[config.mk]
export PLATFORM = sky130hd
export DESIGN_NAME = fft_reorder
export DESIGN_NICKNAME = d
export VERILOG_FILES = /design/src/rtl/fft_reorder_pkg.sv /design/src/rtl/fft_reorder_bank.sv /design/src/rtl/fft_reorder.sv
export SDC_FILE = /design/constraint.sdc
export NUM_CORES = 1
export LEC_CHECK = 0
export ABC_AREA = 1
export CAP_MARGIN = 20
export CORE_UTILIZATION = 60
export DETAILED_ROUTE_END_ITERATION = 10
export PLACE_DENSITY = 0.78
export SKIP_LAST_GASP = 1
export SYNTH_ARGS = -nofsm -noshare
export SYNTH_HDL_FRONTEND = slang
export SYNTH_HIERARCHICAL = 1
export SYNTH_SLANG_ARGS = --single-unit
[constraint.sdc]
create_clock -name clk -period 3 [get_ports clk]
set_input_delay 0.3 -clock clk [delete_from_list [all_inputs] [get_ports clk]]
set_output_delay 0.3 -clock clk [all_outputs]
set_load 0.05 [all_outputs]
[src/rtl/fft_reorder_pkg.sv]
// fft_reorder_pkg: shared bit-reverse helper and complex sample type for the FFT datapath
package fft_reorder_pkg;

  localparam int CPLX_W = 16;

  typedef struct packed {
    logic signed [CPLX_W-1:0] re;
    logic signed [CPLX_W-1:0] im;
  } cplx_t;

  // Reverse the low n bits of v; upper bits of the result are zero.
  function automatic logic [31:0] bitrev(input logic [31:0] v, input int n);
    logic [31:0] r;
    r = '0;
    for (int i = 0; i < n; i++) r[i] = v[n-1-i];
    return r;
  endfunction

endpackage

[src/rtl/fft_reorder_bank.sv]
// fft_reorder_bank: 2^N-entry register file, one sync write port, one async read port
module fft_reorder_bank #(
  parameter int N = 3,
  parameter int W = 16
) (
  input  logic           clk,
  input  logic           we,
  input  logic [N-1:0]   waddr,
  input  logic [2*W-1:0] wdata,
  input  logic [N-1:0]   raddr,
  output logic [2*W-1:0] rdata
);

  logic [2*W-1:0] mem [2**N];

  // Storage is intentionally not reset; validity is tracked by the owner.
  always_ff @(posedge clk)
    if (we) mem[waddr] <= wdata;

  assign rdata = mem[raddr];

endmodule

[src/rtl/fft_reorder.sv]
// fft_reorder: ping-pong bit-reversed to natural order reorder buffer; FFT_REORDER_STAT_EN adds frame_cnt
module fft_reorder
  import fft_reorder_pkg::*;
#(
  parameter int N = 3,
  parameter int W = 16
) (
  input  logic         clk,
  input  logic         rst_n,
  input  logic         in_valid,
  output logic         in_ready,
  input  logic [W-1:0] in_re,
  input  logic [W-1:0] in_im,
  output logic         out_valid,
  input  logic         out_ready,
  output logic [W-1:0] out_re,
  output logic [W-1:0] out_im,
  output logic         out_last
`ifdef FFT_REORDER_STAT_EN
  , output logic [15:0] frame_cnt
`endif
);

  localparam logic [N-1:0] LAST = {N{1'b1}};

  logic [N-1:0]   wcnt, rcnt, waddr;
  logic           wr_bank, rd_bank;
  logic [1:0]     full, full_nxt;
  logic           in_fire, out_fire, wlast, rlast;
  logic [2*W-1:0] rdata0, rdata1;

  assign in_ready  = !full[wr_bank];
  assign out_valid = full[rd_bank];
  assign out_last  = out_valid && (rcnt == LAST);
  assign in_fire   = in_valid && in_ready;
  assign out_fire  = out_valid && out_ready;
  assign wlast     = in_fire && (wcnt == LAST);
  assign rlast     = out_fire && out_last;
  assign waddr     = N'(bitrev(32'(wcnt), N));
  assign {out_re, out_im} = rd_bank ? rdata1 : rdata0;

  fft_reorder_bank #(.N(N), .W(W)) u_bank0 (
    .clk(clk), .we(in_fire && !wr_bank), .waddr(waddr), .wdata({in_re, in_im}),
    .raddr(rcnt), .rdata(rdata0)
  );

  fft_reorder_bank #(.N(N), .W(W)) u_bank1 (
    .clk(clk), .we(in_fire && wr_bank), .waddr(waddr), .wdata({in_re, in_im}),
    .raddr(rcnt), .rdata(rdata1)
  );

  // Set the bank just filled, clear the bank just drained; they are never the same bank.
  always_comb begin
    full_nxt = full;
    if (wlast) full_nxt[wr_bank] = 1'b1;
    if (rlast) full_nxt[rd_bank] = 1'b0;
  end

  // Counters, bank pointers and full flags.
  always_ff @(posedge clk)
    if (!rst_n) begin
      wcnt    <= '0;
      rcnt    <= '0;
      wr_bank <= 1'b0;
      rd_bank <= 1'b0;
      full    <= '0;
    end else begin
      if (in_fire) wcnt <= wcnt + 1'b1;
      if (out_fire) rcnt <= rcnt + 1'b1;
      if (wlast) wr_bank <= !wr_bank;
      if (rlast) rd_bank <= !rd_bank;
      full <= full_nxt;
    end

`ifdef FFT_REORDER_STAT_EN
  // Count frames fully delivered downstream.
  always_ff @(posedge clk)
    if (!rst_n) frame_cnt <= '0;
    else if (rlast) frame_cnt <= frame_cnt + 16'd1;
`endif

endmodule
**After elaboration in Yosys (flattened, before gate mapping)**

Memories as Yosys holds them, arrays and structs flattened. A register that Yosys moved wholly into a read port is not among the register bits.
Cells that the tools add are included.

- Memory bits (writable): 512
- Flip-flop bits (word level): 10
- Logic and storage cells: 49
- Output and inout port bits: 35
- Bits of input ports: 36
- Memories kept: 2

- Reductions and logical operators: 12
- Equal/unequal tests: 2
- Bitwise operators: 3
- Multiplexer cells: 19
- $add $sub $neg: 2
- Magnitude comparators: 4

Memories:

| name | words | width | rd ports | clocked after Yosys merged registers in | wr ports | RTL line | source |
|---|---|---|---|---|---|---|---|
| u_bank0.mem | 8 | 32 | 1 | 1 | 1 | fft_reorder_bank.sv:14 | `logic [2*W-1:0] mem [2**N];` |
| u_bank1.mem | 8 | 32 | 1 | 1 | 1 | fft_reorder_bank.sv:14 |  |

Operators with widths:

| kind | number |
|---|---|
| 32-bit two-way mux | 1 |
| 3-bit two-way mux | 4 |
| 1-bit two-way mux | 10 |
| 1-bit logical AND | 9 |
| 3-bit by 1-bit adder with 3-bit output (second input constant) | 2 |
| 3-bit equality test (second input constant) | 2 |
| 1-bit by 2-bit less-than comparator with 1-bit output (second input constant) | 2 |
| 2-bit two-way mux | 2 |
| 1-bit zero test | 3 |
| 2-bit AND | 1 |
| 1-bit demux with 1-bit select | 2 |
| 1-bit >= comparator (second input constant) | 2 |
| 2-bit NOT | 1 |
| 2-bit bitwise OR | 1 |

**Depth between registers and ports, before layout**

Gate-level depths: netlist of run 1.

- Depth after elaboration: 8
- Gate-level depth with buffers: 10
- Mapped depth without buffers: 8

**Hierarchy**

Netlist of run 1, hierarchy kept.

Modules (own cells, without submodules):

| module | area each (sq um) | cells an instance | instances |
|---|---|---|---|
| fft_reorder_bank | 11232.0 | 1124 | 2 |
| fft_reorder | 960.9 | 177 | 1 |

**Least setup slack after synthesis of run 1**

OpenSTA, ideal clock, no wires.

- Kind: reg2reg
- From: reg wr_bank
- To: mem u_bank0/mem[1][0] in the netlist's numbering, enable pin
- Data arrival time: 2380 ps
- Path slack: 199 ps
- Required time: 2579 ps
- Stages on the path, launching flop included: 7
- Cells stage by stage: dfxtp_1 > nand2_1 > nand2_4 > nand2_4 > nor2_1 > nand2_1 > nor2_1

- Longest elaborated chain between the ends: 7
- Elaborated cells between the ends (all ways): 8
- Classes of those cells: mux: 4; reduce/logical: 4

Ends and longest elaborated chain:

| what | RTL line | source |
|---|---|---|
| start: declaration | fft_reorder.sv:27 | `logic wr_bank, rd_bank;` |
| start signal: assignment | fft_reorder.sv:70 | `if (wlast) wr_bank <= !wr_bank;` |
| 1-bit two-way mux (not written as such) (2 in series) | fft_reorder.sv:32 | `assign in_ready = !full[wr_bank];` |
| 1-bit zero test | fft_reorder.sv:32 |  |
| named net in_ready | fft_reorder.sv:11 | `output logic in_ready,` |
| 1-bit logical AND | fft_reorder.sv:35 | `assign in_fire = in_valid && in_ready;` |
| 1-bit logical AND | fft_reorder.sv:43 | `.clk(clk), .we(in_fire && !wr_bank), .waddr(waddr), .wdata({in_re, in_im}),` |
| 1-bit two-way mux | fft_reorder_bank.sv:18 | `if (we) mem[waddr] <= wdata;` |
| 1-bit two-way mux (not written as such) | fft_reorder_bank.sv:18 |  |
| end: declaration | fft_reorder_bank.sv:14 |  |

The timed path passes the listed nets, and every way through them passes these cells. The select of a mux whose other input is x is not followed.

==> results.txt, run 1 <==
With fillers left out, the area of the finished cells amounts to 0.0266 mm^2. The tools report the minimum setup slack in the final design as 0.118 ns. 71 I/O pins were placed. Global routing finished with a remaining overflow of 0. The count of warnings emitted by yosys is 6. The tools report the number of nets produced by synthesis as 2465. The fmax is 0.347 GHz.

Walking the worst path, the cells encountered are buf_12, nand2_1, nand3_1, nand2_1, nand2_1, nand2_1, nand2_1, nand2_1, buf_12. The count of fill cells added during filler insertion is 2649. The run gives 2 as the H-tree level count. Setup repair after global routing left no endpoint under its margin.

Counting every sink on the clock net gives 522. Length of the first detailed-routing pass in iterations: 6. Origin of the worst min-delay path: rst_n.

The run gives 0 as the post-cts sizing count. Global routing used 37.5% of the available met1 tracks. The logs give 0 for the final number of setup-violating endpoints and 0 for the final max-slew violation count. The critical path capture point type is an output port.

The post-route antenna net violation count is 0. Clock latency on the worst-skew pair, taken at its later pin, is 0.57 ns. The busiest metal layer after global routing was met2. The most critical setup path has its startpoint at rcnt[0]. The logs give 22 for the post-synthesis cell type count and 0 ns for the setup TNS. The detailed router finished its first iteration with 1751 violations. Global-route usage over all layers: 28.2%. TritonCTS built the clock tree.

The number of global-route vias before repair came out at 16100. The cell area that synthesis handed to floorplanning was 0.0234 mm^2. Along the worst path, the maximum fanout reaches 152.

The fraction of final layout cells with drive strength greater than 1 was 6.98%. The flow ran to the end, and the final reports show no timing, DRC or antenna violations. The number of antenna violations at the first check in global routing is 0, and the worst setup skew after layout is 0.0159 ns.

Before CTS, the worst setup slack after placement is 0.469 ns. IR analysis of the VDD net gives a maximum drop of 0.000443 V. In the layout the commonest cells are nand2_1, inv_1, edfxtp_1.

Time the final worst path needs with I/O delays and setup: 2.88 ns. The worst setup path is launched from a flop. After detailed routing, the number of remaining DRC violations is 0. The final count of hold timing violations is 0, and the clock slew seen by the registers of the worst setup and hold paths is 0.06 ns. Worst reg2reg path startpoint: wr_bank. For this block, the routed nets add up to 54.9 mm of wire. The die outline area was 0.0398 mm^2; the core footprint was 0.0386 mm^2. The worst endpoint data arrival time is 2.58 ns, and the number of hold buffers added after CTS is 0. Global routing used 4.44% of the available met3 tracks. For the post-route worst hold slack, the log shows 0.493 ns. The tools report the instance count after placement with tap cells included as 2953. Classification of the worst-slack hold path: input pin to flop. The total via count in the routed design is 16300, and the count of placed standard cells in the final layout, fillers left out is 3041. The total number of placement rows came out at 72.

Dividing the detail-routed via count by the number of cells gives 5.35. After clock tree synthesis, the setup repair step added 0 buffers. At the worst endpoint, the required time is 2.70 ns.

The largest individual stage delay along the critical path comes from the cell dfxtp_4. The delay contributed by the slowest stage of the critical path came out at 0.44 ns. The global placer's final weighted congestion came out at 0.791. The most common library cell in the layout ignoring fill and taps was nand2_1. The most frequent cell on the critical path was nand2_1.

The first global-routing pass estimated 84.5 mm of wire. Entering global routing, the biggest net connects 153 pins. In this run the horizontal extent of the chip is 200 um. In the finished design, the share of the clock period the worst path needs comes to 96.1%. The mean cell area of the mapped netlist was 9.66 um^2; the count of buffers inserted at the top-level ports was 70. After detailed routing, the average wire length per cell comes to 18.1 um. The relative slew slack is 47.0%.

The power density normalized to cell area was 553 mW/mm^2; the die extent in y was 200 um. TritonCTS created 51 clock buffers. The type of the worst setup path is flop to output port. The net count of the finished layout is 2528. After detailed placement, the total cell area comes to 0.0251 mm^2. Once the floorplan was initialized, standard cells occupied 60.8% of the core. The design draws 14.7 mW. At the pin with the least slew margin, the transition time is 0.795 ns. For met2 alone, demand over resource in global routing was 47.0%. For the final core area utilization, the log shows 69.0%.

The number of register bits inferred by synthesis is 522. Once detailed placement completed, the half-perimeter wirelength came to 31.1 mm. The sequential cell area fraction in the yosys report is 66.5%, and the gate count after technology mapping is 2425. In this run the deepest clock path goes through 3 buffers. From synthesis to final layout, the design area changed by 13.6%.

The analysis attributes to cell leakage a power of 12.0 nW. The run gives 0 as the number of max-cap violations. For the number of diodes added for antenna fixing, the log shows 0. The clock root buffer is clkbuf_16.
[synth_stat cells, drive strengths merged]
cell type	number	area share [%]
buf	89	2.6
inv	535	8.6
o21ai	3	0.064
a31oi	2	0.053
nand2	959	16
nor2	31	0.50
nand4	4	0.11
clkbuf	15	0.25
edfxtp	512	66
ha	4	0.21
a21boi	2	0.096
dfxtp	10	0.85
nand3	259	5.6
[cells by family (layout without fill, tap and decap cells)]
logic type,count (synthesis),in the layout,share of synthesized area [%]
buffers and inverters,639,737,11.4
AOI/OAI and AO/OA,7,7,0.214
DFF,522,522,66.5
adders and majority gates,4,4,0.214
and+or+nand+nor,1253,1253,21.7
[registers in the layout (all words and copies together), names as in the netlist]
| register | flops |
|---|---|
| rd_bank | 1 |
| rcnt | 3 |
| u_bank1/mem | 256 |
| wcnt | 3 |
| wr_bank | 1 |
| full | 2 |
| u_bank0/mem | 256 |
[critical path, delay by kind of cell, from the launching register on]
family	cells	cell delay, ns
buffers and inverters	2	0.62
AND/OR/NAND/NOR	7	0.77
flip-flops	1	0.44
[path summary, 6_finish.rpt]
kind,endpoint,slack (ns),cells past startpoint
worst min register to register,full[1],0.55,2
worst max register to register,u_bank1/mem[4][14],0.67,7
worst max-delay path,out_im[10],0.12,9
worst min-delay path,wcnt[0],0.49,3
[power by group]
group | leakage [nW] | switching (mW) | internal, mW | total (mW)
combinational | 6.59 | 0.433 | 0.233 | 0.666
sequential | 4.71 | 0.0235 | 8.09 | 8.11
clock | 0.746 | 2.57 | 3.38 | 5.95
total | 12.0 | 3.02 | 11.7 | 14.7
[final cells by class]
cell class                      instances  area [um^2]  share of cell area [%]
Clock buffer                           66         1380                    5.17
Clock inverter                         22          153                   0.573
Inverter                              535         2020                    7.58
Multi-Input combinational cell       1264         5300                    19.9
Sequential cell                       522        15600                    58.5
Tap cell                              518          648                    2.43
Timing Repair Buffer                  114         1540                    5.80
[routing by layer]
| metal | share of wire (%) | vias to the layer above |
|---|---|---|
| met5 | 0 | - |
| met3 | 10 | 122 |
| li1 | - | 7616 |
| met1 | 39 | 7683 |
| met4 | 3.0 | 0 |
| met2 | 48 | 857 |
Note: power is estimated with default switching activity, not from simulation.
==> inputs of run 2 (changes only) <==
--- a/config.mk
+++ b/config.mk
@@ -9,6 +9,7 @@
 export CAP_MARGIN = 20
 export CORE_UTILIZATION = 60
 export DETAILED_ROUTE_END_ITERATION = 10
+export GPL_TIMING_DRIVEN = 1
 export PLACE_DENSITY = 0.78
 export SKIP_LAST_GASP = 1
 export SYNTH_ARGS = -nofsm -noshare
==> results of run 2 <==
No change in the layout: final DEF, timing and power equal those of run 1.
==> inputs of run 3 (changes only) <==
--- a/config.mk
+++ b/config.mk
@@ -7,10 +7,10 @@
 export LEC_CHECK = 0
 export ABC_AREA = 1
 export CAP_MARGIN = 20
-export CORE_UTILIZATION = 60
+export CORE_UTILIZATION = 51
 export DETAILED_ROUTE_END_ITERATION = 10
 export GPL_TIMING_DRIVEN = 1
-export PLACE_DENSITY = 0.78
+export PLACE_DENSITY = 0.68
 export SKIP_LAST_GASP = 1
 export SYNTH_ARGS = -nofsm -noshare
 export SYNTH_HDL_FRONTEND = slang
==> results.txt, run 3 (synthesis gave the netlist of run 1 again) <==
The run gives 51.6% as the initial standard-cell utilization of the core. The count of buffers added on input and output ports is 70. Pin placement for this block handled 71 I/O pins. The tools report the final max-slew violation count as 0. The worst path needs 2.85 ns of the cycle, external delays included. The layout-stage area growth over the synthesis result came out at 14.9%. The required arrival time at the worst endpoint was 2.70 ns; the power density normalized to cell area was 565 mW/mm^2. The top fanout value on the critical path was 33; the maximum number of pins on one net before global-route repair was 154. The total area inside the core boundary comes to 0.0454 mm^2. After clock tree synthesis, the clock-pin slew on the worst setup and hold paths is 0.06 ns. The analysis attributes to cell leakage a power of 12.1 nW. The clock tree synthesis step divided the H-tree into 2 levels. The run gives 522 as the total clock sinks. The first global-routing pass estimated 83.3 mm of wire. The number of hold buffers added after CTS was 0.

The largest registers in the layout are u_bank0/mem x256, u_bank1/mem x256. Buffer depth of the longest clock path: 3. The startpoint identified for the worst hold timing path is out_ready.

The logs give 0 for the final count of hold timing violations and 32.6 mm for the final HPWL from detailed placement. In the final timing run, aggregate negative setup slack is 0 ns. After filler insertion, the fill cell instance count of the layout stands at 3644.

For the post-route antenna net violation count, the log shows 0. Routability-driven placement finished with a final weighted congestion of 0.843. TritonCTS built the clock tree.

The worst hold path was traced through 5 stages. For the final number of setup-violating endpoints, the log shows 0. For the clock insertion delay at the later pin of the skew report, the log shows 0.57 ns.

The first detailed-routing pass ran for 7 iterations. The tools report the worst reg2reg path startpoint as wr_bank. The combinational cell fraction of total power came out at 4.6%. The routed layout has 15800 vias.

The post-CTS repair timing setup buffer count is 0. The number of buffers created by CTS was 52. The cell-internal power is 12.1 mW, and the global-route usage over all layers is 23.1%. Measured on the finished design, the core utilization comes to 59.3%. Between clock sinks in the finished design, the worst skew comes to 0.00892 ns.

The classification of the worst-slack hold path is input pin to flop. The nature of the critical path startpoint is a flop. The worst setup path is captured at an output port. The floorplan step defined a die boundary enclosing 0.0468 mm^2.

The total wire length came out at 54.0 mm. Data on the critical path arrives at its endpoint at 2.55 ns. The total overflow left after global routing is 0. The final worst-path cycle share is 95.0%, and the sequential share of power is 53.3%.

The number of remaining DRC errors was 0. Max-cap violations in this run came to 0. Per report_power, the clock group accounts for 42.1% of the total. Most common library cell in the layout ignoring fill and taps: nand2_1. Setup repair after global routing left no endpoint under its margin. The clock root buffer is clkbuf_16.

After floorplanning, the core was divided into 78 placement rows. The routed via count divided by cell count was 5.05; the number of global-route vias before repair was 15000. The design draws 15.2 mW.

The number of cells on the worst reg-to-reg path is 7. VDD sags by at most 0.000423 V. The top cell types in the final layout, fill and taps aside, are nand2_1, inv_1, edfxtp_1.

Net switching is 20.3% of the power. After detailed routing, the average wire length per cell comes to 17.2 um. For the switching power, the log shows 3.09 mW. For the pin with the worst max-slew slack, the measured transition is 0.806 ns. The tools report the relative slew slack as 46.1%. The fraction of final layout cells with drive strength greater than 1 was 7.50%.

In this run, the number of DRC markers left after iteration 0 of detailed routing was 1761. The number of antenna violations at the first check in global routing is 1. The launch point of the worst path is rcnt[1].

For this run, the post-layout net count is 2531. The setup path with the least slack is of type flop to output port. The run finished with clean final reports. Static timing analysis puts the maximum clock frequency at 0.351 GHz. In this run the horizontal extent of the chip is 216 um. The floorplan step set the die height to 216 um. The tightest hold path in the finished design has a slack of 0.514 ns. The repair_antennas step left the layout with diodes totalling 0.
run 3: cell count changes in the layout (fill, tap and decap cells not counted), sizes merged:
cell	delta
buf	+2
bufinv	+4
clkbuf	+3
clkdlybuf4s50	-1
clkinv	+1
run 3: worst paths after layout:
kind                                            to  slack, ns
worst max-delay path                     out_im[7]       0.15
worst min-delay path                       rd_bank       0.51
worst max register to register  u_bank0/mem[3][14]       0.75
worst min register to register             full[0]       0.56
run 3: area by class of cell:
| class | instances | area, um^2 | share of cell area [%] |
|---|---|---|---|
| clock buffer | 68 | 1400 | 5.21 |
| tap | 600 | 751 | 2.79 |
| multi-input combinational | 1264 | 5300 | 19.7 |
| timing repair buffer | 116 | 1570 | 5.83 |
| inverter | 535 | 2020 | 7.50 |
| sequential | 522 | 15600 | 57.9 |
| clock inverter | 27 | 283 | 1.05 |
run 3: what timing repair did:
item | in CTS | in global routing
gates resized for setup | 0 | 2
endpoints found under the setup margin | 0 | 6
endpoints found under the hold margin | 0 | 0
run 3: power groups by stage:
stage                     sequential, mW  combinational [mW]  clock, mW
final                               8.11               0.696       6.40
after global routing                8.12               0.746       6.80
after CTS                           8.11               0.700       6.51
after detailed placement            8.27               0.697          0
after global placement              8.26               0.686          0
after floorplan                     8.26               0.279          0
run 3: through the flow:
step           instance area [um^2]  setup WS, ns  std cells
5_1_grt                       26900        0.0107       3132
3_5_place_dp                  25200         0.523       3036
3_3_place_gp                  25200         0.539       3036
6_report                      26900         0.149       3132
4_1_cts                       26900        0.0975       3131
2_1_floorplan                 23400         0.199       2425
run 3: routing by layer:
metal  GRT usage (%)  routed length [um]  up-vias
met3            3.96                4170       87
met2            36.5               25000      612
met5               0                  13        -
met1            33.4               23800     7492
met4            5.68                1040        2
li1                -                   -     7630
run 3: critical path: stages (launching register included):
cell and delay (ns):
dfxtp_4 0.64, buf_4 0.44, nand3_1 0.13, nand2_1 0.11, nand2_1 0.07, nand2_1 0.08
nand2_1 0.11, nand2_1 0.20, buf_12 0.16
